<file path="config.mk">
export PLATFORM = sky130hd
export DESIGN_NAME = rotor0_rev
export DESIGN_NICKNAME = d
export VERILOG_FILES = /design/src/rtl/rotor0_rev.sv
export SDC_FILE = /design/constraint.sdc
export NUM_CORES = 1
export LEC_CHECK = 0
export ABC_CLOCK_PERIOD_IN_PS = 3800
export BUFFER_PORTS_ARGS = -buffer_cell sky130_fd_sc_hd__buf_2
export CORE_ASPECT_RATIO = 0.5
export CORE_MARGIN = 2
export CORE_UTILIZATION = 52
export CTS_BUF_LIST = sky130_fd_sc_hd__clkbuf_16
export DETAILED_ROUTE_END_ITERATION = 8
export GPL_ROUTABILITY_DRIVEN = 0
export MAX_ROUTING_LAYER = met4
export PLACE_DENSITY = 0.86
export SYNTH_ARGS = -nofsm -noshare
export SYNTH_HDL_FRONTEND = slang
export SYNTH_SLANG_ARGS = --single-unit
</file>
<file path="constraint.sdc">
create_clock -name clk -period 3.8 [get_ports clk]
set_input_delay 0.57 -clock clk [delete_from_list [all_inputs] [get_ports clk]]
set_output_delay 0.57 -clock clk [all_outputs]
set_load 0.05 [all_outputs]
</file>
<file path="src/rtl/rotor0_rev.sv">
// rotor0_rev: return-path (reflector-to-keyboard) stage for rotor 0.
// Applies the inverse of Enigma rotor I wiring with a per-character
// position snapshot, in a two-stage valid/ready pipeline. The stage keeps
// its own copy of the rotor position, which stays in step with the forward
// rotor 0.
module rotor0_rev #(
    parameter logic [4:0] NOTCH = 5'd16
) (
    input  logic       clk,
    input  logic       rst_n,
    input  logic       in_valid,
    output logic       in_ready,
    input  logic [4:0] data_in,
    output logic       out_valid,
    input  logic       out_ready,
    output logic [4:0] data_out,
    output logic       out_err,
    input  logic       pos_load,
    input  logic [4:0] pos_value,
    input  logic       step,
    output logic [4:0] position,
    output logic       carry_out
);

    // Inverse wiring of rotor I: UWYGADFPVZBECKMTHXSLRINQOJ
    function automatic logic [4:0] winv(input logic [4:0] i);
        logic [4:0] r;
        case (i)
            5'd0:  r = 5'd20;  5'd1:  r = 5'd22;  5'd2:  r = 5'd24;
            5'd3:  r = 5'd6;   5'd4:  r = 5'd0;   5'd5:  r = 5'd3;
            5'd6:  r = 5'd5;   5'd7:  r = 5'd15;  5'd8:  r = 5'd21;
            5'd9:  r = 5'd25;  5'd10: r = 5'd1;   5'd11: r = 5'd4;
            5'd12: r = 5'd2;   5'd13: r = 5'd10;  5'd14: r = 5'd12;
            5'd15: r = 5'd19;  5'd16: r = 5'd7;   5'd17: r = 5'd23;
            5'd18: r = 5'd18;  5'd19: r = 5'd11;  5'd20: r = 5'd17;
            5'd21: r = 5'd8;   5'd22: r = 5'd13;  5'd23: r = 5'd16;
            5'd24: r = 5'd14;  5'd25: r = 5'd9;
            default: r = '0;
        endcase
        return r;
    endfunction

    logic       adv;
    logic       accept;
    logic       s1_valid;
    logic [4:0] s1_idx;
    logic [4:0] s1_pos;
    logic       s1_err;

    logic [5:0] idx_sum;
    logic [4:0] idx;
    logic [5:0] w6;
    logic [5:0] p6;
    logic [5:0] diff;
    logic [4:0] load_val;
    logic       notch_step;

    // Handshake: S2 drains when empty or accepted; S1 refills if S2 moves or S1 is empty
    always_comb begin
        adv      = !out_valid || out_ready;
        in_ready = adv || !s1_valid;
        accept   = in_valid && in_ready;
    end

    // Datapath arithmetic: offset add, inverse lookup, offset subtract, load reduction
    always_comb begin
        idx_sum    = {1'b0, data_in} + {1'b0, position};
        idx        = (idx_sum >= 6'd26) ? 5'(idx_sum - 6'd26) : idx_sum[4:0];
        w6         = {1'b0, winv(s1_idx)};
        p6         = {1'b0, s1_pos};
        diff       = w6 + ((w6 < p6) ? 6'd26 : 6'd0) - p6;
        load_val   = (pos_value >= 5'd26) ? pos_value - 5'd26 : pos_value;
        notch_step = step && !pos_load && (position == NOTCH);
    end

    // Stage S1: capture offset index, position snapshot and illegal flag
    always_ff @(posedge clk or negedge rst_n) begin
        if (!rst_n) begin
            s1_valid <= 1'b0;
            s1_idx   <= '0;
            s1_pos   <= '0;
            s1_err   <= 1'b0;
        end else if (adv || !s1_valid) begin
            s1_valid <= accept;
            if (accept) begin
                s1_idx <= idx;
                s1_pos <= position;
                s1_err <= (data_in >= 5'd26);
            end
        end
    end

    // Stage S2: inverse lookup result, held while downstream stalls
    always_ff @(posedge clk or negedge rst_n) begin
        if (!rst_n) begin
            out_valid <= 1'b0;
            data_out  <= '0;
            out_err   <= 1'b0;
        end else if (adv) begin
            out_valid <= s1_valid;
            if (s1_valid) begin
                out_err  <= s1_err;
                data_out <= s1_err ? 5'd31 : diff[4:0];
            end
        end
    end

    // Position register (load beats step) and registered notch carry pulse
    always_ff @(posedge clk or negedge rst_n) begin
        if (!rst_n) begin
            position  <= '0;
            carry_out <= 1'b0;
        end else begin
            carry_out <= notch_step;
            if (pos_load) begin
                position <= load_val;
            end else if (step) begin
                position <= (position == 5'd25) ? 5'd0 : position + 5'd1;
            end
        end
    end

endmodule

</file>
-- Word-level counts from Yosys, hierarchy flattened
Memories as Yosys holds them, arrays and structs flattened.
Index checks and enable logic that the tools add are counted.
- $add $sub $neg: 6
- order comparisons: 4
- eq/ne operators: 2
- multiplexer cells: 7
- reduce and logical (&&, ||, !) cells: 11
- operators by type and width (operator ; count):
    $mux W5 ; 7
    $eq A5 B5 Y1 const B ; 2
    $ge A5 B5 Y1 const B ; 2
    $sub A5 B5 Y5 const B ; 2
    $add A5 B5 Y6 ; 1
    $ge A6 B5 Y1 const B ; 1
    $add A5 B1 Y5 const B ; 1
    $add A5 B5 Y5 ; 1
    $lt A5 B5 Y1 ; 1
    $sub A5 B5 Y5 ; 1
    $reduce_and A2 Y1 ; 2
    $logic_and A1 B1 Y1 ; 3
    $logic_not A1 Y1 ; 3
    $logic_or A1 B1 Y1 ; 2
    $reduce_bool A2 Y1 ; 1
- bits in registers: 25
- memory bits (read-only): 160
- input bits: 16
- output and inout bits: 14
- logic and storage cells: 40
- memories: 1
- memory list (name ; depth ; bits a word ; rd ports ; clocked after Yosys merged registers in ; write ports ; RTL line ; text):
    (name not given) ; 32 ; 5 ; 1 ; 0 ; 0 ; 28 ; case (i)

-- Logic depth before layout (Yosys ltp)
Gate-level depths: netlist of the first run.
An unclocked memory read counts as a cell.
- depth after elaboration: 6
- depth in mapped cells: 20

-- Worst setup path after synthesis of the first run
No wires, ideal clock.
- path kind: register to register
- start point: reg s1_idx[1]
- end point: reg data_out[4]
- library setup time: 124 ps
- arrival time: 3722 ps
- required time: 3676 ps
- slack: -46 ps
- stages on the path, launching flop included: 17
- buffers on the path: 0
- path through: dfrtp_1 > inv_1 > ha_1 > o21bai_1 > mux4_2 > ha_1 > o21a_1 > o21ai_0 > nand2b_1 > a21oi_1 > fa_1 > ha_1 > a21o_1 > a21oi_1 > xor2_1 > xnor2_1 > o31a_1
- word-level cells in the longest chain between the ends: 6
- ends and longest elaborated chain (what ; RTL line ; text):
    start, declared ; 46 ; logic [4:0] s1_idx;
    start signal, assigned ; 86 ; s1_idx <= idx;
    $mem_v2 Z32 W5 (*) ; -- ;
    $lt A5 B5 Y1 ; 71 ; diff = w6 + ((w6 < p6) ? 6'd26 : 6'd0) - p6;
    $mux W5 ; 71 ;
    $add A5 B5 Y5 (*) ; 71 ;
    $sub A5 B5 Y5 (*) ; 71 ;
    $mux W5 (*) ; 103 ; data_out <= s1_err ? 5'd31 : diff[4:0];
    end signal, assigned ; 103 ;
    end, declared ; 16 ; output logic [4:0] data_out,
Every way passes the cells marked *; elsewhere a longest branch is shown, timed or not.
A chain may end at the register's enable or synchronous reset.

-- Worst setup path after layout of the first run
Ends and elaborated chain as after synthesis.

==> results of run 1 <==
==> registers in the layout, summed over array words and instances, names as in the netlist <==
| signal | cells |
|---|---|
| s1_pos | 5 |
| s1_valid | 1 |
| s1_err | 1 |
| out_valid | 1 |
| data_out | 5 |
| out_err | 1 |
| s1_idx | 5 |
| position | 5 |
| carry_out | 1 |
==> stage by stage <==
| stage | utilization | cell area (um2) | setup slack [ps] |
|---|---|---|---|
| 2_1_floorplan | - | 2060 | 4.76 |
| 3_3_place_gp | 0.601 | 2310 | 35.6 |
| 3_5_place_dp | 0.601 | 2310 | -219 |
| 4_1_cts | 0.655 | 2520 | 6.22 |
| 5_1_grt | 0.669 | 2570 | -274 |
| 6_report | 0.669 | 2570 | -99.3 |
==> cells by family after synthesis <==
logic type / Yosys count
and+or+nand+nor: 57
DFF: 25
buffers and inverters: 27
muxes: 11
AOI/OAI and AO/OA: 67
xor gates and xnor gates: 6
adders and majority gates: 29
==> worst paths after layout <==
| kind | depth (start not counted) | end |
|---|---|---|
| worst max-delay path | 18 | data_out[4] |
| worst min-delay path | 1 | s1_pos[2] |
| worst max register to register | 18 | data_out[4] |
| worst min register to register | 2 | data_out[3] |
| max in group asynchronous | 1 | s1_idx[1] |
| min in group clk | 2 | data_out[3] |
==> repair_timing <==
item / 4_1_cts / 5_1_grt
setup endpoints to repair: 2 / 3
pin swaps: 11 / 8
setup buffers: 5 / 2
hold endpoints to repair: 0 / 0
gates resized for setup: 18 / 11
==> layout make-up <==
cell class	instances	area, um2
tap	54	67.6
inverter	20	77.6
clock inverter	1	8.76
multi-input combinational	170	1440
fill	276	1270
timing repair buffer	44	273
sequential	25	628
clock buffer	3	75.1
==> per-layer routing <==
metal  GRT usage  part of all wire  up-vias
met5           -                 0        -
met3      0.0312             0.064       24
met1       0.331              0.42      932
met4       0.110             0.030        0
li1            -                 -      870
met2       0.414              0.49       98
==> power by group through the flow <==
stage	logic, mW	clock network (mW)	registers (mW)
after CTS	1.64	0.251	0.419
after floorplan	0.973	0	0.516
after global routing	1.96	0.262	0.442
final	1.81	0.253	0.432
after global placement	1.34	0	0.413
after detailed placement	1.43	0	0.422
==> synthesized netlist by cell type (2+ instances only) <==
| cell | n |
|---|---|
| a311oi_1 | 2 |
| o22ai_1 | 2 |
| o21a_1 | 2 |
| o311ai_0 | 2 |
| clkbuf_1 | 7 |
| fa_1 | 4 |
| o21bai_1 | 3 |
| nand3_1 | 2 |
| mux2_2 | 7 |
| ha_1 | 25 |
| o211ai_1 | 2 |
| mux2i_1 | 2 |
| nor2b_1 | 8 |
| nor2_1 | 10 |
| o21ai_0 | 25 |
| nand2b_1 | 5 |
| a21o_1 | 3 |
| dfrtp_1 | 25 |
| nand3b_1 | 2 |
| inv_1 | 20 |
| nor3_1 | 2 |
| a31oi_1 | 2 |
| nor3b_1 | 2 |
| a21oi_1 | 13 |
| nand2_1 | 20 |
| xnor2_1 | 4 |
| mux4_2 | 2 |
==> qor.txt, run 1 <==
FF-to-FF Start: s1_idx[1]
Post-Syn Instances: 222
Setup TNS: -143 ps
All-Layer GR Usage: 0.257
Area delta synth->final: 24.9%
Largest family of logic cells by synthesized area: compound AO/OA/AOI/OAI gates
Vias/cell: 6.07
Share of the synthesized area in the top cell type: 0.304
Nets: 309
Cell row count: 16
Reg2reg setup slack: -100 ps
DP Cell Count: 306
Peak VDD IR: 0.000321 V
Sequential area share after synthesis: 0.304
Crit path buf inv count: 2
Largest net degree at the start of global routing: 26
Worst path cell trace: inv_2, buf_6, ha_1, a211o_1, a31oi_1, ha_2, nor2b_2, o21a_1, o21ai_2, nand2b_1, a21oi_4, fa_2, ha_2, a21o_1, a21oi_2, xor2_1, xnor2_1, o31a_1
Vias: 1,924
Fin. max-slew vios: 0
Startpoint types: flop
WP data required: 3960 ps
FF+latch count, synth: 25
Die W: 93.0 um
IO buf count: 29
Die Ht: 48.5 um
Number of global-route vias before repair: 1,853
Xor/xnor cell area share of the yosys netlist: 0.0292
Synthesized area: 2060 um2
Hold Vio Cnt, Final: 0
Clock root buffer: clkbuf_16
Ant. Diodes: 0
WL final: 5590 um
Shortest period the worst path allows: 3900 ps
Leading cell type in the layout, fill and taps excluded: buf_2
Worst-path clk slew: 70 ps
Cell taking the most area after synthesis: dfrtp_1
Multiplexer area fraction after synthesis: 0.0699
CTS tree: yes
Slowest cell on crit path: fa_2
Worst EP arrival: 4060 ps
Setup Skew: 5.25 ps
Clock latency on the worst-skew pair: 270 ps
Layout cells sized above 1: 0.304
Final WS setup: -99.3 ps
Setup Crit Path Kind: flop to flop
Initial Util: 0.535
Core ar.: 3840 um2
Clock power share: 0.101
Worst Hold Slack: 285 ps
Switch share: 0.466
Max-cap violations: 0
Hpwl dp: 3640 um
Cell mode on critical path: ha_2
H-tree Lvls: 1
Max stage delay on crit path: 470 ps
Most frequent cells in the layout: buf_2, dfrtp_1, o21ai_0, nand2_1, inv_1
Power Total: 2.50 mW
Clock sinks: 25
First-pass GRT wire length: 8900 um
Outcome: finished with violations
Relative slew slack: 0.629
Post-synth ARST share: 1.00
TritonCTS Buffers: 3
Clk buf depth: 2
Combinational share of power: 0.726
Routed len/inst: 17.6 um
Detailed-route DRC error count: 0
Sequential power share: 0.173
Least-Margin Pin Slew: 557 ps
Leak Pwr: 1.18 nW
Die area: 4510 um2
Failing checks: setup timing
Yosys Warn Count: 0
Pwr dens: 971 nW/um2
Syn nets: 267
Delay-heaviest family, CP: compound AO/OA/AOI/OAI gates
Global route overflow: 0
Netlist cell types: 46
CP endpoint kind: flop
Most used DFF post-synth: dfrtp_1
Number of flops mapped to enable cells by yosys: 0
Initial DRC count: 257
RSZ-0062 raised after global routing: true
Avg Cell Area, Syn: 9.27 um2
Non-filler cells, final: 317
Tcrit/Tclk final: 1.03
Synth top area cells: dfrtp_1, ha_1, o21ai_0
Cts hold-fix bufs: 0
Net Sw Power: 1.16 mW
Critical path origin: s1_idx[1]
Fmax: 256 MHz
Final antenna-violating net count: 0
Synth Area in Compound Gates: 0.217
Initial antenna violation count: 0
Number of I/O pins: 30
Area share of fa/ha/maj cells after synthesis: 0.191
Post-Synth Simple-Gate Area: 0.140
Worst hold-check path type: primary input to async pin
Worst-path fanout max: 4
DRT Pass-1 Iters: 6
Int Pwr: 1.33 mW
Final setup vio count: 2
No activity file was read; power rests on OpenSTA's default activity.
==> run 2, diff against run 1 <==
--- a/config.mk
+++ b/config.mk
@@ -10,7 +10,6 @@
 export CORE_ASPECT_RATIO = 0.5
 export CORE_MARGIN = 2
 export CORE_UTILIZATION = 52
-export CTS_BUF_LIST = sky130_fd_sc_hd__clkbuf_16
 export DETAILED_ROUTE_END_ITERATION = 8
 export GPL_ROUTABILITY_DRIVEN = 0
 export MAX_ROUTING_LAYER = met4
==> run 2 against run 1 <==
  * The flow still finishes with violations (setup timing)
  * Flip-flop and latch count is the same
  * Global-route usage grew 0.22 points
  * Register-to-register slack gained 90 ps
  * Non-clock buffer count shrank 2
  * Fmax grew 2.3%
  * Sequential power shrank 0.9%
  * Critical endpoint unchanged
  * Largest power group unchanged
==> qor.txt, run 2 (synthesis results as in run 1) <==
Outcome: finished with violations
Failing checks: setup timing
Clock sinks: 25
DRT Pass-1 Iters: 5
WL final: 5160 um
WP data required: 3980 ps
Critical path origin: s1_idx[1]
Cell mode on critical path: o21a_1
Worst-path fanout max: 5
Power Total: 2.46 mW
Vias/cell: 5.88
Number of I/O pins: 30
All-Layer GR Usage: 0.259
TritonCTS Buffers: 3
Final WS setup: -11.2 ps
First-pass GRT wire length: 8930 um
Die W: 93.0 um
Slowest cell on crit path: dfrtp_2
FF-to-FF Start: s1_idx[1]
Startpoint types: flop
Most frequent cells in the layout: buf_2, dfrtp_1, o21ai_0, nand2_1, inv_1
Vias: 1,851
Fmax: 262 MHz
Number of fill cells in the layout: 286
Hpwl dp: 3640 um
Ant. Diodes: 0
Global route overflow: 0
Initial DRC count: 203
Pwr dens: 968 nW/um2
Layout cells sized above 1: 0.314
Layout Utilization: 0.660
Final setup vio count: 1
Worst EP arrival: 3990 ps
Cell row count: 16
Initial Util: 0.535
Die area: 4510 um2
Initial antenna violation count: 0
Leading cell type in the layout, fill and taps excluded: buf_2
Area delta synth->final: 23.3%
Worst path cell trace: inv_2, ha_4, nor2_2, o21ai_0, o21a_1, ha_1, nor2b_1, o21a_1, o21ai_2, nand2b_1, a21oi_4, fa_2, ha_2, a21o_1, a21oi_2, xor2_1, xnor2_1, o31a_1
Max stage delay on crit path: 470 ps
Clock root buffer: clkbuf_8
Fin. max-slew vios: 0
Least-Margin Pin Slew: 563 ps
Hold Vio Cnt, Final: 0
Worst-path clk slew: 90 ps
IO buf count: 29
Setup TNS: -11.2 ps
Largest net degree at the start of global routing: 26
Dpl ws: -219 ps
CP endpoint kind: flop
Final antenna-violating net count: 0
Setup Crit Path Kind: flop to flop
Crit path buf inv count: 1
Max-cap violations: 0
Number of global-route vias before repair: 1,854
Peak VDD IR: 0.000344 V
Delay-heaviest family, CP: compound AO/OA/AOI/OAI gates
Leak Pwr: 1.16 nW
Relative slew slack: 0.624
Detailed-route DRC error count: 0
CTS tree: yes
Clk buf depth: 2
H-tree Lvls: 1
Routed len/inst: 16.4 um
Nets: 307
Worst hold-check path type: primary input to async pin
Shortest period the worst path allows: 3810 ps
Clock latency on the worst-skew pair: 280 ps
Setup Skew: 2.78 ps
Die Ht: 48.5 um
Cts hold-fix bufs: 0
RSZ-0062 raised after global routing: true
Tcrit/Tclk final: 1.00
Core ar.: 3840 um2
[run 2: changes by cell type in the layout (fill, tap and decap cells not counted), moves of 2 or more]
cell / before / now
clkbuf_16: 3 / 0
clkbuf_8: 0 / 3
nor2_1: 10 / 8
nor2_2: 0 / 2
[run 2: final timing paths]
kind                          endpoint  slack (ps)  depth (start not counted)
setup / recovery           data_out[4]         -10                         18
hold / removal               s1_idx[2]         260                          1
setup reg to reg           data_out[4]         -10                         18
hold reg to reg            data_out[3]         500                          2
max in group asynchronous    s1_idx[3]        3140                          1
min in group clk           data_out[3]         500                          2
[run 2: repair_timing]
item	CTS	global route
setup buffers	4	1
setup endpoints to repair	2	3
pin swaps	10	9
gates resized for setup	19	14
cloned	0	0
[run 2: routing by layer]
layer | up-vias | wire length (um) | track usage
met1 | 883 | 2230 | 0.332
met4 | 0 | 182 | 0.100
li1 | 871 | - | -
met2 | 75 | 2490 | 0.428
met3 | 22 | 260 | 0.0296
met5 | - | 0 | -
[run 2: metrics by stage]
stage	hold slack, ps	std cells	instance area [um2]
after floorplan	274	222	2060
after global placement	460	306	2310
after detailed placement	466	306	2310
after CTS	283	314	2470
after global routing	317	315	2540
final	263	315	2540
[run 2: area by class of cell]
cell class	instances	area [um2]	area share
Multi-Input combinational cell	170	1460	0.576
Clock inverter	1	8.76	0.00345
Tap cell	54	67.6	0.0266
Clock buffer	3	41.3	0.0163
Sequential cell	25	628	0.247
Inverter	20	77.6	0.0306
Timing Repair Buffer	42	254	0.100
[run 2: where the power goes]
group / switching [mW] / leakage [nW] / total (mW) / internal, mW
sequential: 0.0871 / 0.301 / 0.428 / 0.340
clock: 0.0969 / 0.0261 / 0.174 / 0.0773
combinational: 0.970 / 0.837 / 1.86 / 0.886
total: 1.15 / 1.16 / 2.46 / 1.30
==> run 3, diff against run 2 <==
--- a/config.mk
+++ b/config.mk
@@ -5,11 +5,11 @@
 export SDC_FILE = /design/constraint.sdc
 export NUM_CORES = 1
 export LEC_CHECK = 0
-export ABC_CLOCK_PERIOD_IN_PS = 3800
+export ABC_CLOCK_PERIOD_IN_PS = 4500
 export BUFFER_PORTS_ARGS = -buffer_cell sky130_fd_sc_hd__buf_2
 export CORE_ASPECT_RATIO = 0.5
 export CORE_MARGIN = 2
-export CORE_UTILIZATION = 52
+export CORE_UTILIZATION = 55
 export DETAILED_ROUTE_END_ITERATION = 8
 export GPL_ROUTABILITY_DRIVEN = 0
 export MAX_ROUTING_LAYER = met4
==> constraint.sdc (replaced) <==
create_clock -name clk -period 4.5 [get_ports clk]
set_input_delay 0.675 -clock clk [delete_from_list [all_inputs] [get_ports clk]]
set_output_delay 0.675 -clock clk [all_outputs]
set_load 0.05 [all_outputs]
==> run 3 against run 2 <==
  * Fmax down 9.8%
  * Global-route usage down 2.8 points
  * Sequential share of layout area grew 2.6 points
  * Die area is 5.1% lower
  * Routed wire length fell by 12%
  * Critical endpoint unchanged
  * Cell area decreased by 9.7%
  * The flow now finishes without violations
  * Combinational power is 39% lower
  * Critical path depth decreased by 2
  * Final cell count decreased by 5.1%
  * Utilization fell by 0.70 points
  * Via count fell by 7.3%
==> qor.txt, run 3 (synthesis results as in run 1) <==
Int Pwr: 0.850 mW
Worst-path fanout max: 6
Dpl ws: 283 ps
Number of fill cells in the layout: 287
WP data required: 4680 ps
Worst path cell trace: inv_1, ha_1, o21bai_1, mux4_2, ha_1, o21a_1, o21ai_0, nand2b_1, a21oi_1, fa_1, ha_1, a21o_1, a21oi_1, xor2_1, xnor2_1, o31a_1
Least-Margin Pin Slew: 547 ps
Ant. Diodes: 0
Peak VDD IR: 0.000243 V
Most frequent cells in the layout: buf_2, o21ai_0, ha_1, dfrtp_1
IO buf count: 29
Vias/cell: 5.74
Shortest period the worst path allows: 4220 ps
Switch share: 0.484
Sequential power share: 0.228
Hpwl dp: 3540 um
Die Ht: 47.3 um
Startpoint types: flop
Number of I/O pins: 30
Worst hold-check path type: primary input to async pin
Cell mode on critical path: ha_1
Clk buf depth: 2
Worst EP arrival: 4400 ps
Initial DRC count: 93
Initial antenna violation count: 0
Clock latency on the worst-skew pair: 280 ps
Clock sinks: 25
Setup TNS: 0 ps
Nets: 294
Slowest cell on crit path: fa_1
Worst-path clk slew: 90 ps
Layout Utilization: 0.653
Clock root buffer: clkbuf_8
Cell row count: 15
CP endpoint kind: flop
Post-CTS setup buffer count: 0
H-tree Lvls: 1
TritonCTS Buffers: 3
Number of global-route vias before repair: 1,607
Leading cell type in the layout, fill and taps excluded: buf_2
Tcrit/Tclk final: 0.938
Hold Vio Cnt, Final: 0
DRT Pass-1 Iters: 4
Combinational share of power: 0.684
Pwr dens: 719 nW/um2
First-pass GRT wire length: 7360 um
All-Layer GR Usage: 0.231
Worst Hold Slack: 369 ps
Power Total: 1.65 mW
Final setup vio count: 0
Leak Pwr: 1.09 nW
Final WS setup: 277 ps
Crit path buf inv count: 1
Max-cap violations: 0
Die area: 4280 um2
Detailed-route DRC error count: 0
Largest net degree at the start of global routing: 26
Relative slew slack: 0.635
Global route overflow: 0
Area delta synth->final: 11.4%
Net Sw Power: 0.798 mW
Final antenna-violating net count: 0
Fin. max-slew vios: 0
Setup Crit Path Kind: flop to flop
RSZ-0062 raised after global routing: false
Routed len/inst: 15.3 um
Clock power share: 0.088
Max stage delay on crit path: 480 ps
Core ar.: 3510 um2
Setup Skew: 3.63 ps
Initial Util: 0.586
Fmax: 237 MHz
Outcome: finished clean
Delay-heaviest family, CP: adder cells
WL final: 4570 um
CTS tree: yes
Layout cells sized above 1: 0.198
Die W: 90.5 um
Vias: 1,715
-- run 3: changes by cell type in the layout (fill, tap and decap cells not counted), moves of 3 or more --
cell	change
buf_4	-10
buf_6	-3
ha_1	+9
ha_2	-3
ha_4	-6
o21ai_0	+3
-- run 3: metrics by stage --
| stage | std cells | area [um2] |
|---|---|---|
| 6_report | 299 | 2290 |
| 5_1_grt | 299 | 2290 |
| 4_1_cts | 299 | 2290 |
| 3_5_place_dp | 295 | 2240 |
| 3_3_place_gp | 295 | 2240 |
| 2_1_floorplan | 222 | 2060 |
-- run 3: power groups by stage --
stage	Sequential [mW]	Clock [mW]	Combinational (mW)
finish	0.376	0.145	1.13
global placement	0.368	0	1.05
global route	0.386	0.155	1.26
detailed placement	0.375	0	1.10
CTS	0.371	0.146	1.13
floorplan	0.436	0	0.811
-- run 3: layout make-up --
type / instances / area [um2] / share of cell area
clock inverters: 1 / 8.76 / 0.00382
clock buffers: 3 / 41.3 / 0.0180
well taps: 51 / 63.8 / 0.0278
flip-flops and latches: 25 / 628 / 0.274
repair buffers: 29 / 145 / 0.0633
multi-input cells: 170 / 1330 / 0.580
inverters: 20 / 75.1 / 0.0327
-- run 3: what timing repair did --
item | CTS | global route
resized for setup | 0 | 2
hold buffers | 0 | 0
endpoints found under the setup margin | 0 | 1
-- run 3: metal layers --
layer  vias up  share of wire  wire [um]  GRT usage
met5         -              0          0          -
met4         0          0.019         87     0.0985
met3        10          0.046        211     0.0449
met2        51           0.49       2220      0.399
met1       814           0.45       2050      0.276
li1        840              -          -          -
-- run 3: final timing paths --
path,start,slack [ps],cells after the start,end
hold / removal,rst_n,370,1,s1_idx[3]
min in group clk,data_out[0],480,2,data_out[0]
hold reg to reg,data_out[0],480,2,data_out[0]
max in group asynchronous,rst_n,3740,1,s1_idx[1]
setup reg to reg,s1_idx[0],280,16,data_out[4]
setup / recovery,s1_idx[0],280,16,data_out[4]
